--- src/rtl/bd8_pkg.sv ---
// ============================================================================
//  Module      : bd8_pkg
//  Description : Shared types for the BubbleDrive8 mode supervisor: FSM state
//                encodings, LED drive modes, the block-enable vector and small
//                decode helpers used by bd8_mode_supervisor.
//  Revision    : 1.0 - initial release
// ============================================================================
`default_nettype none

package bd8_pkg;

    // Encodings are visible on the STATE debug port; keep them stable.
    typedef enum logic [2:0] {
        ST_RESET    = 3'b000,
        ST_MODE_SEL = 3'b001,
        ST_EMU      = 3'b010,
        ST_MPSSE    = 3'b101,
        ST_ERR_BRD  = 3'b110,
        ST_ERR_USB  = 3'b111
    } state_e;

    typedef enum logic [1:0] {
        LED_OFF  = 2'd0,
        LED_ON   = 2'd1,
        LED_SLOW = 2'd2,
        LED_FAST = 2'd3
    } led_mode_e;

    // Every field is an active-low enable.
    typedef struct packed {
        logic emu;
        logic temp;
        logic fifo;
        logic mpsse;
    } en_vec_t;

    localparam en_vec_t c_en_all_off = '{emu: 1'b1, temp: 1'b1, fifo: 1'b1, mpsse: 1'b1};

    function automatic en_vec_t en_for_state(input state_e s);
        en_vec_t en;
        en = c_en_all_off;
        case (s)
            ST_EMU:   en = '{emu: 1'b0, temp: 1'b0, fifo: 1'b0, mpsse: 1'b1};
            ST_MPSSE: en = '{emu: 1'b1, temp: 1'b1, fifo: 1'b1, mpsse: 1'b0};
            default:  en = c_en_all_off;
        endcase
        return en;
    endfunction

    // Active-low LED level for a mode; blinking modes follow the blinker
    // phase, where phase 1 means the LED is dark.
    function automatic logic led_level(input led_mode_e m, input logic phase);
        logic lvl;
        case (m)
            LED_ON:               lvl = 1'b0;
            LED_SLOW, LED_FAST:   lvl = phase;
            default:              lvl = 1'b1;
        endcase
        return lvl;
    endfunction

endpackage

`default_nettype wire

--- src/rtl/bd8_debounce.sv ---
// ============================================================================
//  Module      : bd8_debounce
//  Description : Single-bit debouncer. A candidate register follows the raw
//                input; once the raw input has matched the candidate for
//                DEBOUNCE_CYC consecutive cycles the candidate is copied to
//                the output on the following edge.
//  Ports       : clk    - clock
//                rst_n  - asynchronous active-low reset
//                i_raw  - raw (possibly bouncing) input
//                o_deb  - debounced output, resets to RESET_VAL
//  Revision    : 1.0 - initial release
// ============================================================================
`default_nettype none

module bd8_debounce #(
    parameter int   DEBOUNCE_CYC = 4800,
    parameter logic RESET_VAL    = 1'b0
) (
    input  logic clk,
    input  logic rst_n,
    input  logic i_raw,
    output logic o_deb
);

    localparam int c_cnt_w = (DEBOUNCE_CYC > 1) ? $clog2(DEBOUNCE_CYC) : 1;
    localparam logic [c_cnt_w-1:0] c_cnt_last = c_cnt_w'(DEBOUNCE_CYC - 1);

    logic               r_cand;
    logic [c_cnt_w-1:0] r_cnt;
    logic               r_deb;

    always_ff @(posedge clk or negedge rst_n) begin
        if (!rst_n) begin
            r_cand <= RESET_VAL;
            r_cnt  <= '0;
            r_deb  <= RESET_VAL;
        end else if (i_raw != r_cand) begin
            r_cand <= i_raw;
            r_cnt  <= '0;
        end else if (r_cnt == c_cnt_last) begin
            // Counter parks at its terminal value while the input is stable.
            r_deb  <= r_cand;
        end else begin
            r_cnt  <= r_cnt + 1'b1;
        end
    end

    assign o_deb = r_deb;

endmodule

`default_nettype wire

--- src/rtl/bd8_mode_supervisor.sv ---
// ============================================================================
//  Module      : bd8_mode_supervisor
//  Description : Power/mode supervisor for BubbleDrive8. Debounces board
//                power (MRST) and USB power (PWRSTAT), selects emulator,
//                MPSSE-standby or an error mode, drives the active-low block
//                enables and the status LEDs through a two-rate blinker.
//  Ports       : MCLK          - system clock
//                nRESET        - asynchronous active-low reset
//                PWRSTAT       - raw power-mux status (1 = USB)
//                MRST          - raw PCB power status (0 = board power OK)
//                nTEMPLO       - low-temperature flag, forces FIFO enable
//                nDELAYING     - tempsense delay indicator
//                nEMU_EN/nTEMP_EN/nFIFO_EN/nMPSSE_EN - active-low enables
//                nLED_PWROK/nLED_STANDBY/nLED_DELAYING - active-low LEDs
//                STATE         - current FSM state (debug)
//  Build macro : BD8_ERROR_LATCH_EN - when defined, ERR_BRD and ERR_USB are
//                left only through nRESET.
//  Revision    : 1.0 - initial release
// ============================================================================
`default_nettype none

module bd8_mode_supervisor
    import bd8_pkg::*;
#(
    parameter int CLK_HZ       = 48000000,
    parameter int BLINK_HZ     = 1,
    parameter int FAST_DIV     = 4,
    parameter int DEBOUNCE_CYC = 4800,
    parameter int SETTLE_CYC   = 48000
) (
    input  logic       MCLK,
    input  logic       nRESET,
    input  logic       PWRSTAT,
    input  logic       MRST,
    input  logic       nTEMPLO,
    input  logic       nDELAYING,
    output logic       nEMU_EN,
    output logic       nTEMP_EN,
    output logic       nFIFO_EN,
    output logic       nMPSSE_EN,
    output logic       nLED_PWROK,
    output logic       nLED_STANDBY,
    output logic       nLED_DELAYING,
    output logic [2:0] STATE
);

    localparam int c_half      = CLK_HZ / (2 * BLINK_HZ);
    localparam int c_fast_raw  = c_half / FAST_DIV;
    localparam int c_fast_half = (c_fast_raw > 0) ? c_fast_raw : 1;
    localparam int c_blink_w   = (c_half > 1) ? $clog2(c_half) : 1;
    localparam int c_settle_w  = (SETTLE_CYC > 1) ? $clog2(SETTLE_CYC) : 1;

    localparam logic [c_blink_w-1:0]  c_half_last   = c_blink_w'(c_half - 1);
    localparam logic [c_blink_w-1:0]  c_fast_last   = c_blink_w'(c_fast_half - 1);
    localparam logic [c_settle_w-1:0] c_settle_last = c_settle_w'(SETTLE_CYC - 1);

    // ------------------------------------------------------------------
    // Input debouncing; reset values model "board power absent, no USB".
    // ------------------------------------------------------------------
    logic       w_deb_m;
    logic       w_deb_p;
    logic [1:0] w_pm;

    bd8_debounce #(
        .DEBOUNCE_CYC (DEBOUNCE_CYC),
        .RESET_VAL    (1'b1)
    ) u_deb_mrst (
        .clk   (MCLK),
        .rst_n (nRESET),
        .i_raw (MRST),
        .o_deb (w_deb_m)
    );

    bd8_debounce #(
        .DEBOUNCE_CYC (DEBOUNCE_CYC),
        .RESET_VAL    (1'b0)
    ) u_deb_pwr (
        .clk   (MCLK),
        .rst_n (nRESET),
        .i_raw (PWRSTAT),
        .o_deb (w_deb_p)
    );

    assign w_pm = {w_deb_p, w_deb_m};

    // ------------------------------------------------------------------
    // Mode FSM
    // ------------------------------------------------------------------
    state_e                r_state;
    state_e                w_state_nxt;
    logic [1:0]            r_pm_prev;
    logic [c_settle_w-1:0] r_settle_cnt;

    en_vec_t   w_en;
    led_mode_e w_pwrok_mode;
    led_mode_e w_stby_mode;

    always_ff @(posedge MCLK or negedge nRESET) begin
        if (!nRESET) begin
            r_state      <= ST_RESET;
            r_pm_prev    <= 2'b01;
            r_settle_cnt <= '0;
        end else begin
            r_state   <= w_state_nxt;
            r_pm_prev <= w_pm;
            // The settle count only runs in MODE_SEL and restarts whenever
            // the debounced pair moves, so a decision always sees a quiet
            // SETTLE_CYC window.
            if ((r_state != ST_MODE_SEL) || (w_pm != r_pm_prev)) begin
                r_settle_cnt <= '0;
            end else if (r_settle_cnt != c_settle_last) begin
                r_settle_cnt <= r_settle_cnt + 1'b1;
            end
        end
    end

    always_comb begin
        w_state_nxt  = r_state;
        w_en         = en_for_state(r_state);
        w_pwrok_mode = LED_OFF;
        w_stby_mode  = LED_OFF;

        case (r_state)
            ST_RESET: begin
                w_state_nxt = ST_MODE_SEL;
            end
            ST_MODE_SEL: begin
                // Decision uses the live pair; if it moved this very cycle
                // the target state re-evaluates and bounces back to RESET.
                if (r_settle_cnt == c_settle_last) begin
                    case (w_pm)
                        2'b00:   w_state_nxt = ST_EMU;
                        2'b01:   w_state_nxt = ST_ERR_BRD;
                        2'b10:   w_state_nxt = ST_ERR_USB;
                        default: w_state_nxt = ST_MPSSE;
                    endcase
                end
            end
            ST_EMU: begin
                w_pwrok_mode = LED_ON;
                if (w_deb_m) begin
                    w_state_nxt = ST_RESET;
                end
            end
            ST_MPSSE: begin
                w_pwrok_mode = LED_ON;
                w_stby_mode  = LED_SLOW;
                if (w_pm != 2'b11) begin
                    w_state_nxt = ST_RESET;
                end
            end
`ifdef BD8_ERROR_LATCH_EN
            ST_ERR_BRD: begin
                w_pwrok_mode = LED_SLOW;
            end
            ST_ERR_USB: begin
                w_pwrok_mode = LED_FAST;
            end
`else
            ST_ERR_BRD: begin
                w_pwrok_mode = LED_SLOW;
                if (!w_deb_m) begin
                    w_state_nxt = ST_RESET;
                end
            end
            ST_ERR_USB: begin
                w_pwrok_mode = LED_FAST;
                if (w_pm != 2'b10) begin
                    w_state_nxt = ST_RESET;
                end
            end
`endif
            default: begin
                w_state_nxt = ST_RESET;
            end
        endcase

        // Low temperature needs the FIFO heater path regardless of mode.
        if (!nTEMPLO) begin
            w_en.fifo = 1'b0;
        end
    end

    // ------------------------------------------------------------------
    // Blinker: one counter shared by both blinking LEDs. It is held at
    // zero/dark whenever nothing blinks, and restarted on any LED-mode
    // change, so each blink sequence opens with a full dark half-period.
    // ------------------------------------------------------------------
    logic [3:0]           r_modes_prev;
    logic [3:0]           w_modes;
    logic                 w_blinking;
    logic                 w_fast;
    logic [c_blink_w-1:0] w_blink_last;
    logic [c_blink_w-1:0] r_blink_cnt;
    logic                 r_phase;

    assign w_modes      = {w_pwrok_mode, w_stby_mode};
    assign w_fast       = (w_pwrok_mode == LED_FAST) || (w_stby_mode == LED_FAST);
    assign w_blinking   = w_fast || (w_pwrok_mode == LED_SLOW) || (w_stby_mode == LED_SLOW);
    assign w_blink_last = w_fast ? c_fast_last : c_half_last;

    always_ff @(posedge MCLK or negedge nRESET) begin
        if (!nRESET) begin
            r_modes_prev <= {LED_OFF, LED_OFF};
            r_blink_cnt  <= '0;
            r_phase      <= 1'b1;
        end else begin
            r_modes_prev <= w_modes;
            if ((w_modes != r_modes_prev) || !w_blinking) begin
                r_blink_cnt <= '0;
                r_phase     <= 1'b1;
            end else if (r_blink_cnt == w_blink_last) begin
                r_blink_cnt <= '0;
                r_phase     <= ~r_phase;
            end else begin
                r_blink_cnt <= r_blink_cnt + 1'b1;
            end
        end
    end

    // ------------------------------------------------------------------
    // Registered outputs
    // ------------------------------------------------------------------
    en_vec_t r_en;
    logic    r_led_pwrok;
    logic    r_led_stby;
    logic    r_led_dly;

    always_ff @(posedge MCLK or negedge nRESET) begin
        if (!nRESET) begin
            r_en        <= c_en_all_off;
            r_led_pwrok <= 1'b1;
            r_led_stby  <= 1'b1;
            r_led_dly   <= 1'b1;
        end else begin
            r_en        <= w_en;
            r_led_pwrok <= led_level(w_pwrok_mode, r_phase);
            r_led_stby  <= led_level(w_stby_mode, r_phase) & nDELAYING;
            r_led_dly   <= (r_state == ST_EMU) ? nDELAYING : 1'b1;
        end
    end

    assign nEMU_EN       = r_en.emu;
    assign nTEMP_EN      = r_en.temp;
    assign nFIFO_EN      = r_en.fifo;
    assign nMPSSE_EN     = r_en.mpsse;
    assign nLED_PWROK    = r_led_pwrok;
    assign nLED_STANDBY  = r_led_stby;
    assign nLED_DELAYING = r_led_dly;
    assign STATE         = r_state;

endmodule

`default_nettype wire

--- config.mk ---
export PLATFORM = sky130hd
export DESIGN_NAME = bd8_mode_supervisor
export DESIGN_NICKNAME = d
export VERILOG_FILES = /design/src/rtl/bd8_pkg.sv /design/src/rtl/bd8_debounce.sv /design/src/rtl/bd8_mode_supervisor.sv
export SDC_FILE = /design/constraint.sdc
export NUM_CORES = 1
export LEC_CHECK = 0
export BUFFER_PORTS_ARGS = -buffer_cell sky130_fd_sc_hd__buf_2
export CORE_ASPECT_RATIO = 0.5
export CORE_MARGIN = 1
export CORE_UTILIZATION = 45
export DETAILED_ROUTE_END_ITERATION = 12
export MAX_ROUTING_LAYER = met4
export PLACE_DENSITY = 0.72
export SETUP_SLACK_MARGIN = 0.3
export SLEW_MARGIN = 25
export SYNTH_ARGS = -nofsm -noshare
export SYNTH_HDL_FRONTEND = slang
export SYNTH_SLANG_ARGS = --single-unit
--- constraint.sdc ---
create_clock -name MCLK -period 3.6 [get_ports MCLK]
set_clock_uncertainty 0.15 [all_clocks]
set_input_delay 0.36 -clock MCLK [delete_from_list [all_inputs] [get_ports MCLK]]
set_output_delay 0.36 -clock MCLK [all_outputs]
set_load 0.01 [all_outputs]
==> impl_metrics.py, run 1 <==
metrics = {
    "status": {
        "status": "finished, final reports clean",
    },
    "synth": {
        "ys_async_sr_fraction": 1.00,
        "synth.area.mux_share": 0.00480,
        "synth.top_cell.area_share": 0.456,
        "syn_inst": 425,
        "avgSynthCellArea_um2": 9.80,
        "synth-simple-area-share": 0.250,
        "synth_area_mm2": 0.00417,
        "ys_ff_latch": 86,
        "yosys.area.top_type": "dfrtp_1",
        "synth.distinct_cells": 42,
        "yosysSeqAreaShare": 0.520,
        "synth_ff_type": "dfrtp_1",
        "synthTopCellsByArea": "dfrtp_1 (46%), nor2_1 (6.8%), dfstp_2 (6.3%)",
        "synth-compound-area-share": 0.0580,
        "synth_edf_count": 0,
        "syn_nets": 435,
        "synthAdderAreaFrac": 0.0120,
        "ys_warn_count": 0,
        "synth_top_family_by_area": "simple AND/OR/NAND/NOR gates",
        "synth-xor-area-share": 0.122,
    },
    "die": {
        "die_x_um": 138,
        "fp.coreArea_mm2": 0.00886,
        "io_pins": 16,
        "start_util": 0.470,
        "fp-row-count": 24,
        "dieArea_mm2": 0.00967,
        "die_y_um": 70.0,
    },
    "sta": {
        "final-setup-viol-count": 0,
        "relSlewSlack": 0.401,
        "hold_slack_ns": 0.0236,
        "rsz0062_at_grt": "no",
        "max_clock_freq_mhz": 340,
        "final_max_slew_viol_count": 0,
        "period_share": 0.818,
        "fin_ws_ns": 0.655,
        "worst_slew_pin_slew_ns": 0.895,
        "period_minus_slack_ns": 2.95,
        "hold_viol": 0,
        "tns_ns": 0,
    },
    "placed_design": {
        "hpwlAfterDp_um": 4850,
        "place_congestion": 0.803,
        "portBuffers": 15,
        "pre_cts_slack_ns": 0.671,
        "dp_cells": 547,
        "post_dp_cell_area_mm2": 0.00434,
    },
    "finish": {
        "nets": 453,
        "utilization": 0.534,
        "antenna_cells": 0,
        "layout-drive-gt1-share": 0.112,
        "final_area_mm2": 0.00473,
        "final_cells": 565,
        "syn2layout_area_growth_pct": 13.6,
        "n_fill_cell": 774,
    },
    "clock_network": {
        "ctsRootBufferMaster": "clkbuf_16",
        "htreeDepth": 3,
        "clk_pin_slew_ns": 0.06,
        "clk_path_buf_depth": 2,
        "cts_resized": 0,
        "cts_buffers": 9,
        "insertion_delay_ns": 0.34,
        "cts_tree": "done",
        "cts.sinks": 86,
    },
    "drt": {
        "vias": 2968,
        "drt_pre_antenna_iters": 5,
        "drc": 0,
        "antenna_left": 0,
        "via_per_inst": 5.25,
        "routed_wl_um": 7310,
        "initialDrtViolationCount": 158,
        "post_drt_wl_per_cell_um": 12.9,
    },
    "power": {
        "p_int_mw": 1.79,
        "power_frac_clock": 0.496,
        "p_leak_nw": 1.98,
        "seqPwrFrac": 0.461,
        "combPwrFrac": 0.044,
        "power_switching_uw": 461,
        "ir_drop_mv": 0.225,
        "pwr_density_cell_mw_per_mm2": 476,
        "power.total_mw": 2.25,
        "p_sw_frac": 0.205,
    },
    "worst_setup_path": {
        "crit_type": "reg -> reg",
        "start_kind": "flop",
        "cp_max_fo": 14,
        "crit_chain": "or4b_1 > or4_1 > a2111oi_2 > nand2b_1 > buf_4 > nor2_1",
        "required_ns": 3.67,
        "cpPeakStageDelay_ns": 0.52,
        "arrival_ns": 3.02,
        "slowest_stage": "or4b_1",
        "worstSetupEndpointType": "flop",
    },
    "global_route": {
        "grt_use_total": 0.175,
        "grt_start_max_net_pins": 87,
        "grt_pass1_wl_um": 13000,
        "first_global_vias": 2868,
        "overflow": 0,
        "antenna_found_initial": 0,
    },
    "run": {
        "cap_violations": 0,
    },
    "worst_hold_path": {
        "hp-class": "in -> reg",
    },
}
routing by layer:
layer,routed length (um),GRT usage,part of all wire,up-vias
met4,138,0.0774,0.019,0
li1,-,-,-,1489
met1,3580,0.211,0.49,1438
met3,225,0.0556,0.031,13
met2,3360,0.274,0.46,28
met5,0,-,0,-
layout make-up:
cell class / instances / area, um^2 / share of cell area
sequential: 86 / 2160 / 0.457
multi-input combinational: 311 / 1880 / 0.396
clock buffer: 10 / 229 / 0.0484
tap: 117 / 146 / 0.0309
clock inverter: 6 / 134 / 0.0283
timing repair buffer: 21 / 131 / 0.0277
inverter: 14 / 52.6 / 0.0111
sequential cells by signal (all words and copies together) (netlist names):
signal and flops:
r_blink_cnt 25, r_settle_cnt 16, u_deb_mrst.r_cnt 13, u_deb_pwr.r_cnt 13
STATE 3, r_modes_prev 3, r_pm_prev 2, nEMU_EN 1
nFIFO_EN 1, nLED_DELAYING 1, nLED_PWROK 1, nLED_STANDBY 1
nMPSSE_EN 1, r_phase 1, u_deb_mrst.o_deb 1, u_deb_mrst.r_cand 1
u_deb_pwr.o_deb 1, u_deb_pwr.r_cand 1
power by group through the flow:
stage               Clock, mW  Sequential (mW)  Combinational (mW)
floorplan                   0             1.05              0.0634
global placement            0             1.05              0.0955
detailed placement          0             1.05              0.0993
CTS                      1.14             1.04               0.102
global route             1.18             1.04               0.116
finish                   1.12             1.04              0.0984
cells by family (layout without fill, tap and decap cells):
kind of cell	Yosys count	in the layout
adder cells (fa/ha/maj)	4	4
AND/OR/NAND/NOR	209	209
XOR/XNOR	58	58
buffers and inverters	28	51
flip-flops	86	86
AO/OA/AOI/OAI	38	38
multiplexers	2	2
cells in the final DEF, fill, tap and decap left out, types with 3 or more instances in the layout:
master / netlist / final
and4_1: 5 / 5
dfrtp_1: 76 / 76
nor2_1: 76 / 76
clkbuf_16: 0 / 9
and2_1: 4 / 4
nand2_1: 35 / 35
and3_1: 11 / 11
dfstp_2: 10 / 10
a21oi_1: 14 / 14
o21bai_1: 3 / 3
nand3_1: 23 / 23
xor2_1: 29 / 28
a31oi_1: 5 / 5
bufinv_16: 0 / 4
o21ai_0: 7 / 7
ha_1: 4 / 4
a22o_1: 3 / 3
nor4bb_1: 3 / 3
or3_1: 3 / 3
nor4_1: 6 / 5
xnor2_1: 29 / 29
buf_4: 1 / 4
buf_2: 0 / 14
inv_1: 14 / 14
nand4_1: 13 / 13
nor3_1: 11 / 11
worst paths after layout:
check | startpoint | to | slack [ns] | cells after the start
max | r_blink_cnt[20] | r_blink_cnt[18] | 0.65 | 6
min | PWRSTAT | u_deb_pwr.r_cand | 0.02 | 1
max reg2reg | r_blink_cnt[20] | r_blink_cnt[18] | 0.65 | 6
min reg2reg | u_deb_mrst.o_deb | r_pm_prev[0] | 0.32 | 0
max in group asynchronous | nRESET | r_blink_cnt[5] | 2.29 | 2
min in group asynchronous | nRESET | u_deb_mrst.r_cnt[10] | 0.47 | 2
synthesized netlist by cell type, types with 3 or more instances:
library cell,instances
nand3_1,23
and4_1,5
or3_1,3
a31oi_1,5
clkbuf_1,10
nor3_1,11
nor2_1,76
a22o_1,3
nand2_1,35
nand4_1,13
xor2_1,29
inv_1,14
ha_1,4
o21ai_0,7
dfrtp_1,76
and3_1,11
dfstp_2,10
o21bai_1,3
nor4_1,6
xnor2_1,29
and2_1,4
nor4bb_1,3
a21oi_1,14
critical path: cells and delay by family (launching register included):
kind,cells,cell delay (ns)
and+or+nand+nor,4,1.48
DFF,1,0.43
AOI/OAI and AO/OA,1,0.48
buffers and inverters,1,0.29
repair_timing:
action,CTS,global route
hold buffers,2,0
setup buffers,0,0
endpoints found under the hold margin,77,0
(Power assumes the default switching activity.)
==> inputs of run 2 (changes only) <==
- clock period: 3.6 -> 2.8 ns (I/O delays scaled with it)
==> run 2 against run 1 <==
Effect of this change: sequential power grew 29%; worst setup slack lost 0.31 ns; combinational power grew 40%; via count grew 0.84%; core utilization grew 0.66 points; largest cell class unchanged; first-iteration DRC count grew 17%; cell count grew 2.5%; wire length grew 3.8%; cell area grew 1.2%; largest power group is now registers; clock-buffer cell count grew 2; die area is the same; register-to-register slack lost 0.31 ns.
==> impl_metrics.py, run 2 (synthesized netlist as in run 1, its figures left out) <==
metrics = {
    "sta": {
        "hold_slack_ns": 0.0178,
        "hold_viol": 0,
        "tns_ns": 0,
        "worst_slew_pin_slew_ns": 0.696,
        "relSlewSlack": 0.536,
        "final-setup-viol-count": 0,
        "rsz0062_at_grt": "yes",
        "period_minus_slack_ns": 2.46,
        "period_share": 0.878,
        "final_max_slew_viol_count": 0,
        "max_clock_freq_mhz": 407,
    },
    "die": {
        "fp.coreArea_mm2": 0.00886,
        "start_util": 0.470,
        "die_y_um": 70.0,
        "fp-row-count": 24,
        "die_x_um": 138,
        "io_pins": 16,
        "dieArea_mm2": 0.00967,
    },
    "power": {
        "pwr_density_cell_mw_per_mm2": 546,
        "p_leak_nw": 2.01,
        "ir_drop_mv": 0.426,
    },
    "drt": {
        "wl_met3_um": 185,
        "wl_met2_um": 3390,
        "antenna_left": 0,
        "drc": 0,
        "routed_wl_um": 7590,
        "drt_pre_antenna_iters": 4,
        "post_drt_wl_per_cell_um": 13.1,
        "initialDrtViolationCount": 185,
        "top_layer_used": "met4",
        "wl_met1_um": 3860,
        "via_per_inst": 5.17,
        "vias": 2993,
    },
    "clock_network": {
        "cts_tree": "done",
        "clk_pin_slew_ns": 0.06,
        "cts.sinks": 86,
        "cts_buffers": 9,
        "htreeDepth": 3,
        "ctsRootBufferMaster": "clkbuf_16",
        "clk_path_buf_depth": 2,
        "insertion_delay_ns": 0.34,
    },
    "finish": {
        "n_fill_cell": 764,
        "top_register": "r_blink_cnt",
        "syn2layout_area_growth_pct": 15.0,
        "nets": 467,
        "layout-drive-gt1-share": 0.132,
        "seq_area_mm2": 0.00217,
        "final_area_mm2": 0.00479,
        "multiInputGateArea_mm2": 0.00189,
        "top_regs": "r_blink_cnt x25, r_settle_cnt x16",
        "final_common_cell": "nor2_1",
        "largest_reg_flops": 25,
        "final_cell_mix": "nor2_1 (76), dfrtp_1 (75), nand2_1 (35), xor2_1 (29), xnor2_1 (29)",
        "antenna_cells": 0,
        "final_cells": 579,
    },
    "placed_design": {
        "place_congestion": 0.780,
        "portBuffers": 15,
        "dp_cells": 558,
        "hpwlAfterDp_um": 5090,
        "post_dp_cell_area_mm2": 0.00443,
    },
    "global_route": {
        "grt_start_max_net_pins": 56,
        "grt_use_total": 0.183,
        "overflow": 0,
        "antenna_found_initial": 0,
        "grt_pass1_wl_um": 13500,
        "first_global_vias": 2940,
    },
    "worst_hold_path": {
        "hp-class": "in -> reg",
    },
    "worst_setup_path": {
        "cp_num_buf_inv": 1,
        "required_ns": 2.87,
        "arrival_ns": 2.53,
        "crit_type": "reg -> reg",
        "crit_chain": "or4b_1 > or4_4 > a2111oi_4 > nand2b_4 > buf_6 > nor2_1",
        "slowest_stage": "or4b_1",
        "worstSetupEndpointType": "flop",
        "cp_max_fo": 13,
        "cpPeakStageDelay_ns": 0.53,
        "crit_family": "simple AND/OR/NAND/NOR gates",
        "start_kind": "flop",
    },
    "run": {
        "cap_violations": 0,
    },
    "status": {
        "status": "finished, final reports clean",
    },
}
run 2: power by group:
part / total [mW] / internal [mW] / switching (mW)
combinational: 0.138 / 0.0595 / 0.0781
clock: 1.14 / 0.688 / 0.456
sequential: 1.34 / 1.29 / 0.0451
total: 2.62 / 2.04 / 0.579
run 2: cell type report:
cell class	instances	share of cell area
clock inverters	4	0.00992
clock buffers	12	0.0493
well taps	117	0.0305
flip-flops and latches	86	0.452
inverters	14	0.0110
multi-input cells	311	0.394
repair buffers	35	0.0538
run 2: final timing paths:
check,startpoint,end,slack [ns],cells past startpoint
worst max-delay path,r_blink_cnt[20],r_blink_cnt[10],0.34,6
worst max register to register,r_blink_cnt[20],r_blink_cnt[10],0.34,6
max in group asynchronous,nRESET,r_phase,1.42,3
worst min-delay path,nTEMPLO,nFIFO_EN,0.02,2
min in group asynchronous,nRESET,u_deb_mrst.r_cnt[9],0.39,2
worst min register to register,u_deb_mrst.o_deb,r_pm_prev[0],0.30,0
run 2: repair_timing:
action / CTS / global route
endpoints found under the setup margin: 25 / 25
resized for setup: 2 / 4
hold buffers: 4 / 0
endpoints found under the hold margin: 49 / 0
pin swaps: 1 / 1
setup buffers: 0 / 1
run 2: metal layers:
layer	vias to the layer above	global-route usage
met2	25	0.274
met4	0	0.0799
met1	1443	0.236
li1	1510	-
met5	-	-
met3	15	0.0480
run 2: through the flow:
| step | power [mW] | utilization | setup slack, ns |
|---|---|---|---|
| 2_1_floorplan | 1.43 | - | 0.352 |
| 3_3_place_gp | 1.48 | 0.500 | 0.325 |
| 3_5_place_dp | 1.49 | 0.500 | 0.265 |
| 4_1_cts | 2.66 | 0.539 | 0.324 |
| 5_1_grt | 2.74 | 0.541 | 0.270 |
| 6_report | 2.62 | 0.541 | 0.341 |
